## src/rtl/ifetch_unit.sv

```systemverilog
// Instruction fetch stage: imem read handshake into a registered IF/ID stage, 1 cycle ihit->id_valid, one-entry skid.
// Back-pressures the PC through pc_hold; define IFETCH_PERF_EN to build the perf_fetches/perf_stalls counters.
module ifetch_unit (
  input  logic        CLK,
  input  logic        nRST,
  input  logic [31:0] imemaddr,
  input  logic [31:0] returnaddr,
  output logic        pc_hold,
  output logic        iREN,
  output logic [31:0] iaddr,
  input  logic        ihit,
  input  logic [31:0] iload,
  input  logic        id_stall,
  input  logic        flush,
  output logic        id_valid,
  output logic [31:0] id_instr,
  output logic [31:0] id_pc4,
  output logic [31:0] perf_fetches,
  output logic [31:0] perf_stalls
);

  typedef logic [31:0] word_t;

  typedef struct packed {
    word_t instr;
    word_t pc4;
  } ifid_t;

  localparam logic [1:0] IDLE  = 2'd0;
  localparam logic [1:0] FETCH = 2'd1;
  localparam logic [1:0] HOLD  = 2'd2;
  localparam logic [1:0] DRAIN = 2'd3;

  logic [1:0] state_q, state_d;
  ifid_t      id_q, id_d;
  ifid_t      skid_q, skid_d;
  logic       id_valid_q, id_valid_d;
  word_t      drain_addr_q, drain_addr_d;
  logic       accept;

  assign accept = !id_valid_q || !id_stall;

  always_comb begin
    state_d      = state_q;
    id_d         = id_q;
    id_valid_d   = id_valid_q;
    skid_d       = skid_q;
    drain_addr_d = drain_addr_q;
    iREN         = 1'b0;
    iaddr        = imemaddr;
    pc_hold      = 1'b1;

    case (state_q)
      IDLE: state_d = FETCH;

      FETCH: begin
        iREN = 1'b1;
        if (flush) begin
          // PC must load the redirect target even if the old request is still outstanding
          pc_hold    = 1'b0;
          id_valid_d = 1'b0;
          if (!ihit) begin
            drain_addr_d = imemaddr;
            state_d      = DRAIN;
          end
        end else if (ihit) begin
          pc_hold = 1'b0;
          if (accept) begin
            id_d       = '{instr: iload, pc4: returnaddr};
            id_valid_d = 1'b1;
          end else begin
            skid_d  = '{instr: iload, pc4: returnaddr};
            state_d = HOLD;
          end
        end else if (id_valid_q && !id_stall) begin
          id_valid_d = 1'b0;
        end
      end

      HOLD: begin
        if (flush) begin
          skid_d     = '0;
          pc_hold    = 1'b0;
          id_valid_d = 1'b0;
          state_d    = FETCH;
        end else if (accept) begin
          id_d       = skid_q;
          id_valid_d = 1'b1;
          state_d    = FETCH;
        end
      end

      DRAIN: begin
        // The killed request still has to complete before a new address may be issued
        iREN  = 1'b1;
        iaddr = drain_addr_q;
        if (flush || (id_valid_q && !id_stall)) id_valid_d = 1'b0;
        if (ihit) state_d = FETCH;
      end

      default: state_d = IDLE;
    endcase
  end

  always_ff @(posedge CLK or negedge nRST) begin
    if (!nRST) begin
      state_q      <= IDLE;
      id_q         <= '0;
      skid_q       <= '0;
      id_valid_q   <= 1'b0;
      drain_addr_q <= '0;
    end else begin
      state_q      <= state_d;
      id_q         <= id_d;
      skid_q       <= skid_d;
      id_valid_q   <= id_valid_d;
      drain_addr_q <= drain_addr_d;
    end
  end

  assign id_valid = id_valid_q;
  assign id_instr = id_q.instr;
  assign id_pc4   = id_q.pc4;

`ifdef IFETCH_PERF_EN
  word_t perf_fetches_q, perf_stalls_q;
  logic  id_load;

  assign id_load = !flush && accept && ((state_q == FETCH && ihit) || state_q == HOLD);

  always_ff @(posedge CLK or negedge nRST) begin
    if (!nRST) begin
      perf_fetches_q <= '0;
      perf_stalls_q  <= '0;
    end else begin
      if (id_load) perf_fetches_q <= perf_fetches_q + 32'd1;
      if (pc_hold && state_q != IDLE) perf_stalls_q <= perf_stalls_q + 32'd1;
    end
  end

  assign perf_fetches = perf_fetches_q;
  assign perf_stalls  = perf_stalls_q;
`else
  assign perf_fetches = '0;
  assign perf_stalls  = '0;
`endif

endmodule
```

## config.mk

```make
export PLATFORM = sky130hd
export DESIGN_NAME = ifetch_unit
export DESIGN_NICKNAME = d
export VERILOG_FILES = /design/src/rtl/ifetch_unit.sv
export SDC_FILE = /design/constraint.sdc
export NUM_CORES = 1
export LEC_CHECK = 0
export BUFFER_PORTS_ARGS = -buffer_cell sky130_fd_sc_hd__buf_2
export CAP_MARGIN = 20
export CORE_MARGIN = 2
export CORE_UTILIZATION = 45
export CTS_CLUSTER_SIZE = 16
export DETAILED_ROUTE_END_ITERATION = 8
export HOLD_SLACK_MARGIN = 0.1
export PLACE_DENSITY_LB_ADDON = 0.3
export SYNTH_ARGS = -nofsm -noshare
export SYNTH_HDL_FRONTEND = slang
export SYNTH_SLANG_ARGS = --single-unit
```

## constraint.sdc

```tcl
create_clock -name CLK -period 3 [get_ports CLK]
set_input_delay 0.15 -clock CLK [delete_from_list [all_inputs] [get_ports CLK]]
set_output_delay 0.15 -clock CLK [all_outputs]
set_load 0.1 [all_outputs]
```

## Yosys cells after proc, flatten, opt, wreduce, memory -nomap -nowiden

Index checks and enable logic that the tools add are counted.

- Eq/ne operators: 17
- Bitwise operators: 1
- Mux-type cells: 32
- Reductions and logical operators: 14

Operators with widths:

| kind | number |
|---|---|
| 64-bit 2-to-1 mux | 9 |
| 64-bit case mux with 2 select lines | 2 |
| 32-bit 2-to-1 mux | 1 |
| 2-bit != test, second input constant | 9 |
| 2-bit 2-to-1 mux | 7 |
| 3-bit != test, second input constant | 4 |
| 1-bit 2-to-1 mux | 10 |
| 5-bit AND reduction | 2 |
| 2-bit case mux with 4 select lines | 1 |
| 3-bit AND reduction | 2 |
| 6-bit AND reduction | 1 |
| 2-bit equality test, second input constant | 2 |
| 4-bit != test, second input constant | 1 |
| 1-bit case mux with 3 select lines | 1 |
| 3-bit nonzero test | 1 |
| 2-bit by 1-bit equality test with 1-bit output, second input constant | 1 |
| 1-bit zero test | 2 |
| 2-bit zero test | 1 |
| 1-bit logical OR | 2 |
| 1-bit case mux with 2 select lines | 1 |
| 2-bit nonzero test | 1 |
| 2-bit OR reduction | 1 |
| 1-bit logical AND | 1 |
| 1-bit NOT | 1 |

- Input bits: 101
- Output and inout port bits: 163
- Logic and storage cells: 71
- Register bits: 163

## Logic depth before layout (Yosys ltp)

Gate-level depths: netlist of the first run.

- Depth in word-level cells: 6
- Depth in mapped cells: 9

## Worst setup path after synthesis of the first run

OpenSTA, ideal clock, no wires.

- Path kind: reg-to-output
- Start: register state_q[0]
- End: output pc_hold
- Data required time: 2.850 ns
- Stages on the path, launching flop included: 6
- Slack: -0.273 ns
- Data arrival time: 3.123 ns
- Cells stage by stage: dfrtp_1 > inv_1 > ha_1 > clkbuf_1 > a21oi_1 > o21ai_0

- Cells in the longest elaborated chain, start to end: 2
- Elaborated cells on any way between the ends: 3

RTL lines:

| item | RTL line | RTL |
|---|---|---|
| start, declared | 34 | `logic [1:0] state_q, state_d;` |
| start signal, assigned | 113 | `state_q <= state_d;` |
| 2-bit equality test / 2-bit by 1-bit equality test with 1-bit output (equally long branches) | 53 | `case (state_q)` |
| 1-bit case mux with 2 select lines (*) | 53 |  |
| end, declared | 8 | `output logic pc_hold,` |

Mark *: on every way between the ends. The rest lies on a longest branch, timed or not.

## Worst setup path after layout of the first run

- Start: register state_q[0]
- End: output iaddr[10]

- Cells in the longest elaborated chain, start to end: 2

RTL lines:

| item | RTL line | RTL |
|---|---|---|
| 2-bit equality test | 53 |  |
| 32-bit 2-to-1 mux | 53 |  |
| end, declared | 10 | `output logic [31:0] iaddr,` |

No other way between the ends.

==> flow_metrics.py, run 1 <==
metrics = {
    "hold_path": {
        "hold_end": "id_instr[21]$_DFFE_PN0P_",
        "hold_start": "id_stall",
        "hp-class": "in -> reg",
        "whs_path_depth": 4,
    },
    "detailed_routing": {
        "drt-total-wl_mm": 17.5,
        "firstDrtPassIters": 4,
        "wire_per_inst_um": 13.8,
        "num_vias": 5943,
        "drcViolationCount": 0,
        "ant_nets": 0,
        "vias_per_cell": 4.68,
        "dr.first_iter.drc_count": 359,
    },
    "synthesis": {
        "synth-seq-cells": 163,
        "synth_warnings": 0,
        "ys_top_cells_by_area": "dfrtp_1 (54%), mux2_2 (9.8%), nand2_1 (9.7%)",
        "yosysTopAreaCell": "dfrtp_1",
        "yosysSeqAreaShare": 0.545,
        "synth_top_area_frac": 0.545,
        "syn_area_mm2": 0.00749,
        "avgSynthCellArea_um2": 9.85,
        "synthCells": 760,
        "synth_cell_types": 28,
    },
    "setup_path": {
        "r2r_cells": 7,
        "critPathSlowestCell": "dfrtp_1",
        "r2r_end": "id_instr[11]$_DFFE_PN0P_",
        "crit_type": "reg -> out",
        "critPathMaxFanout": 26,
        "crit_chain": "ha_1 -> buf_4 -> mux2_2 -> buf_2",
        "slowest_delay_ns": 0.43,
        "r2r_slack_ns": 0.64,
        "cp-start-kind": "flop",
        "rr_startpoint": "state_q[0]$_DFFE_PN0P_",
        "required_ns": 2.85,
        "end_kind": "output pin",
        "cp.arrival_ns": 2.37,
    },
    "run_status": {
        "run_status": "finished clean",
    },
    "sta": {
        "timing.final.crit_period_ns": 2.52,
        "rsz0062_at_grt": "no",
        "setup_ws_ns": 0.479,
        "slew_headroom": 0.518,
        "slew_violations": 0,
        "finalClockSkew_ns": 0.00642,
        "finalCritPeriodShare": 0.840,
        "setup_viol": 0,
        "fin_tns_setup_ns": 0,
        "fmax_mhz": 397,
        "hold_viol": 0,
        "worstMarginPinSlew_ns": 0.723,
    },
    "floorplanning": {
        "fp-row-count": 47,
        "io-pin-count": 264,
        "fp.dieW_um": 133,
        "core_area_mm2": 0.0164,
        "die_area_mm2": 0.0177,
        "start_util": 0.456,
        "dieHeight_um": 133,
    },
    "global_route": {
        "grt_start_max_net_pins": 129,
        "grt_use_total": 0.203,
        "grt_pass1_vias": 5840,
        "grt_overflow_total": 0,
        "antenna_found_initial": 1,
        "grt_pass1_wl_mm": 28.6,
    },
    "cells_and_area": {
        "layout-drive-gt1-share": 0.297,
        "utilization": 0.607,
        "nNetsFinal": 1141,
        "syn_to_final_growth_pct": 32.9,
        "stdcell_count": 1269,
    },
    "clock_network": {
        "cts.sink_count": 163,
        "htree_levels": 4,
        "cts_tree": "built",
        "clockBufferDepth": 2,
        "cts-root-buf": "clkbuf_16",
        "insertion_delay_ns": 0.42,
        "numCtsBuffers": 17,
        "clk_pin_slew_ns": 0.06,
        "cts_resized": 0,
    },
    "place": {
        "preCtsSetupSlack_ns": 0.650,
        "gp_congestion": 0.739,
        "port_buffers": 199,
        "place_inst": 1139,
        "dp_hpwl_mm": 10.5,
    },
    "job": {
        "cap_violations": 0,
    },
}
[cells in the final DEF, fill, tap and decap left out, drive strengths merged]
cell,netlist,final
or2,1,1
and4b,1,1
a211oi,1,1
nand3,2,2
ha,5,5
dlygate4sd3,0,97
o21ai,65,65
o22a,1,1
clkbuf,19,20
nand2,194,194
inv,7,11
nand2b,1,1
clkinv,0,3
mux2i,1,1
clkinvlp,0,4
o221ai,1,1
conb,1,64
nor2,64,64
a211o,1,1
bufinv,0,1
nor3b,1,1
buf,95,210
and3b,1,1
a31oi,66,66
mux2,65,65
diode,0,1
nand3b,1,1
a21oi,3,3
dfrtp,163,163
[layout make-up]
class	instances	area, um^2
antenna	1	2.50
fill	1352	6450
clock inverter	12	120
clock buffer	20	457
multi-input combinational	539	2890
sequential	163	4080
inverter	7	26.3
tap	220	275
timing repair buffer	307	2110
[per-stage QoR]
step,instance area [um^2],hold WS [ns]
final,9950,0.182
after detailed placement,8400,0.223
after floorplan,7720,-0.146
after global placement,8400,0.224
after global routing,9950,0.190
after CTS,9950,0.161
[cells in the mapped netlist]
cell / count
nand2_1: 194
dfrtp_1: 163
buf_4: 73
a31oi_1: 66
mux2_2: 65
nor2_1: 64
o21ai_0: 57
buf_2: 19
clkbuf_1: 16
o21ai_1: 8
inv_1: 7
ha_1: 5
a21oi_1: 3
buf_6: 3
clkbuf_2: 3
nand3_1: 2
a211o_1: 1
a211oi_2: 1
and3b_1: 1
and4b_1: 1
conb_1: 1
mux2i_1: 1
nand2b_1: 1
nand3b_1: 1
nor3b_1: 1
o221ai_2: 1
o22a_1: 1
or2_2: 1
[cell families after synthesis]
kind of cell / Yosys count / share of synthesized area
muxes: 66 / 0.0991
and+or+nand+nor: 266 / 0.137
DFF: 163 / 0.545
buffers and inverters: 121 / 0.104
adders and majority gates: 5 / 0.00835
other: 1 / 0.000501
AOI/OAI and AO/OA: 138 / 0.107
[critical path: cells and delay by family, from the launching register on]
family	cells	cell delay [ns]
buf+inv	2	0.71
mux	1	0.41
flops	1	0.43
fa+ha+maj	1	0.40
[repair_timing]
item | 4_1_cts | 5_1_grt
endpoints found under the hold margin | 234 | 0
hold buffers | 97 | 0
setup endpoints to repair | 0 | 0
setup buffers | 0 | 0
[registers in the layout (all words and copies together), names as in the netlist]
name          flops
skid_q           64
id_instr         32
id_pc4           32
drain_addr_q     32
state_q           2
id_valid          1
[worst max path at each step]
| stage | slack, ns | cells after the start | start | end |
|---|---|---|---|---|
| floorplan | 0.48 | 5 | state_q[0]$_DFFE_PN0P_ | pc_hold |
| global placement | 0.71 | 7 | state_q[0]$_DFFE_PN0P_ | id_instr[4]$_DFFE_PN0P_ |
| detailed placement | 0.65 | 7 | state_q[0]$_DFFE_PN0P_ | id_instr[11]$_DFFE_PN0P_ |
| CTS | 0.47 | 4 | state_q[0]$_DFFE_PN0P_ | iaddr[29] |
| global route | 0.37 | 4 | state_q[0]$_DFFE_PN0P_ | iaddr[10] |
| finish | 0.48 | 4 | state_q[0]$_DFFE_PN0P_ | iaddr[10] |
[routing by layer]
layer	wire, um	up-vias	global-route usage
li1	-	2971	-
met1	7700	2767	0.257
met2	8660	176	0.341
met3	802	29	0.0375
met4	368	0	0.0890
met5	0	-	0
Power of run 1 is left out: the tool's default activity adds up to more than one toggle a clock period on the data nets, which glitch-free logic cannot reach.
==> run 2, diff against run 1 <==
==> constraint.sdc (replaced) <==
create_clock -name CLK -period 2.3 [get_ports CLK]
set_input_delay 0.115 -clock CLK [delete_from_list [all_inputs] [get_ports CLK]]
set_output_delay 0.115 -clock CLK [all_outputs]
set_load 0.1 [all_outputs]
==> run 2 against run 1 <==
Against the previous run: worst hold slack lost 0.013 ns; die area is the same; via count grew 3.1%; register-to-register slack lost 0.24 ns; routed wire length grew 2.7%; final area grew 5.6%; largest cell class unchanged; flip-flop and latch count is the same.
==> flow_metrics.py, run 2 (synthesis results as in run 1) <==
metrics = {
    "cells_and_area": {
        "nNetsFinal": 1143,
        "layout-drive-gt1-share": 0.299,
        "layout_common_cells": "nand2_1 (194), buf_2 (164), dfrtp_1 (163)",
        "syn_to_final_growth_pct": 40.4,
        "largest_register": "skid_q",
        "final_common_cell": "nand2_1",
        "largest_reg_flops": 64,
    },
    "global_route": {
        "grt_use_total": 0.211,
        "grt_overflow_total": 0,
        "antenna_found_initial": 2,
        "use_met2": 0.360,
        "gr-usage-met3": 0.0483,
        "met1_usage": 0.256,
        "grt_pass1_vias": 6019,
        "grt_pass1_wl_mm": 29.8,
        "busiest_layer": "met2",
        "grt_start_max_net_pins": 129,
    },
    "detailed_routing": {
        "firstDrtPassIters": 4,
        "ant_nets": 0,
        "num_vias": 6129,
        "wire_per_inst_um": 14.2,
        "drcViolationCount": 0,
        "vias_per_cell": 4.83,
        "dr.first_iter.drc_count": 235,
        "drt-total-wl_mm": 18.0,
    },
    "sta": {
        "slew_violations": 0,
        "setup_viol": 0,
        "rsz0062_at_grt": "no",
        "worstMarginPinSlew_ns": 0.754,
        "slew_headroom": 0.498,
        "finalCritPeriodShare": 0.920,
        "hold_viol": 0,
        "finalClockSkew_ns": 0.0101,
        "fmax_mhz": 472,
        "timing.final.crit_period_ns": 2.12,
        "fin_tns_setup_ns": 0,
    },
    "setup_path": {
        "crit_chain": "inv_1 -> ha_2 -> buf_6 -> a21oi_1 -> o21ai_2 -> buf_12",
        "end_kind": "output pin",
        "crit_type": "reg -> out",
        "critPathMaxFanout": 37,
        "cp-start-kind": "flop",
        "required_ns": 2.18,
        "critPathSlowestCell": "dfrtp_1",
        "cp.arrival_ns": 2.00,
        "slowest_delay_ns": 0.43,
    },
    "clock_network": {
        "cts_tree": "built",
        "insertion_delay_ns": 0.42,
        "cts.sink_count": 163,
        "cts-root-buf": "clkbuf_16",
        "numCtsBuffers": 17,
        "clk_pin_slew_ns": 0.07,
        "clockBufferDepth": 2,
        "htree_levels": 4,
    },
    "place": {
        "dp_hpwl_mm": 11.1,
        "port_buffers": 199,
        "gp_congestion": 0.749,
    },
    "floorplanning": {
        "fp-row-count": 47,
        "io-pin-count": 264,
        "core_area_mm2": 0.0164,
        "start_util": 0.456,
        "die_area_mm2": 0.0177,
        "dieHeight_um": 133,
        "fp.dieW_um": 133,
    },
    "hold_path": {
        "hp-class": "in -> reg",
    },
    "job": {
        "cap_violations": 0,
    },
    "run_status": {
        "run_status": "finished clean",
    },
}
==> run 2: stage by stage <==
stage	setup slack [ns]	area (um^2)	utilization	hold slack (ns)	cells
2_1_floorplan	0.269	7730	-	-0.181	823
5_1_grt	0.0422	10500	0.641	0.184	1270
3_5_place_dp	0.389	8950	0.545	0.219	1141
3_3_place_gp	0.490	8950	0.545	0.218	1141
4_1_cts	0.0270	10500	0.640	0.140	1269
6_report	0.183	10500	0.641	0.169	1270
==> run 2: routing by layer <==
layer  share of wire  up-vias
met3           0.055       43
met5         0.00061        -
li1                -     2985
met2            0.50      208
met4           0.030        2
met1            0.42     2891
==> run 2: area by class of cell <==
class	count	area, um^2
Fill cell	1320	5900
Sequential cell	163	4080
Multi-Input combinational cell	539	2890
Timing Repair Buffer	309	2650
Clock buffer	18	439
Tap cell	220	275
Clock inverter	13	149
Inverter	7	26.3
Antenna cell	1	2.50
==> run 2: timing repair <==
| item | CTS | global route |
|---|---|---|
| setup buffers | 0 | 0 |
| endpoints found under the setup margin | 0 | 1 |
| endpoints found under the hold margin | 234 | 0 |
| resized for setup | 0 | 1 |
| hold buffers | 97 | 0 |
==> run 2: worst paths after layout <==
| check | startpoint | end | slack [ns] | cells past startpoint |
|---|---|---|---|---|
| min in group asynchronous | nRST | skid_q[51]$_DFFE_PN0P_ | 0.28 | 2 |
| max in group asynchronous | nRST | skid_q[39]$_DFFE_PN0P_ | 1.29 | 3 |
| setup / recovery | state_q[0]$_DFFE_PN0P_ | pc_hold | 0.18 | 6 |
| hold reg to reg | skid_q[6]$_DFFE_PN0P_ | skid_q[6]$_DFFE_PN0P_ | 0.48 | 2 |
| hold / removal | ihit | state_q[1]$_DFFE_PN0P_ | 0.17 | 4 |
| setup reg to reg | state_q[1]$_DFFE_PN0P_ | id_pc4[23]$_DFFE_PN0P_ | 0.40 | 7 |
==> run 2: worst max-delay path: cells and delay by family, from the launching register on <==
family	cells	cell delay, ns
flip-flops	1	0.43
buffers and inverters	3	0.61
adder cells (fa/ha/maj)	1	0.24
AO/OA/AOI/OAI	2	0.30
Power of run 2 is left out for the same reason.
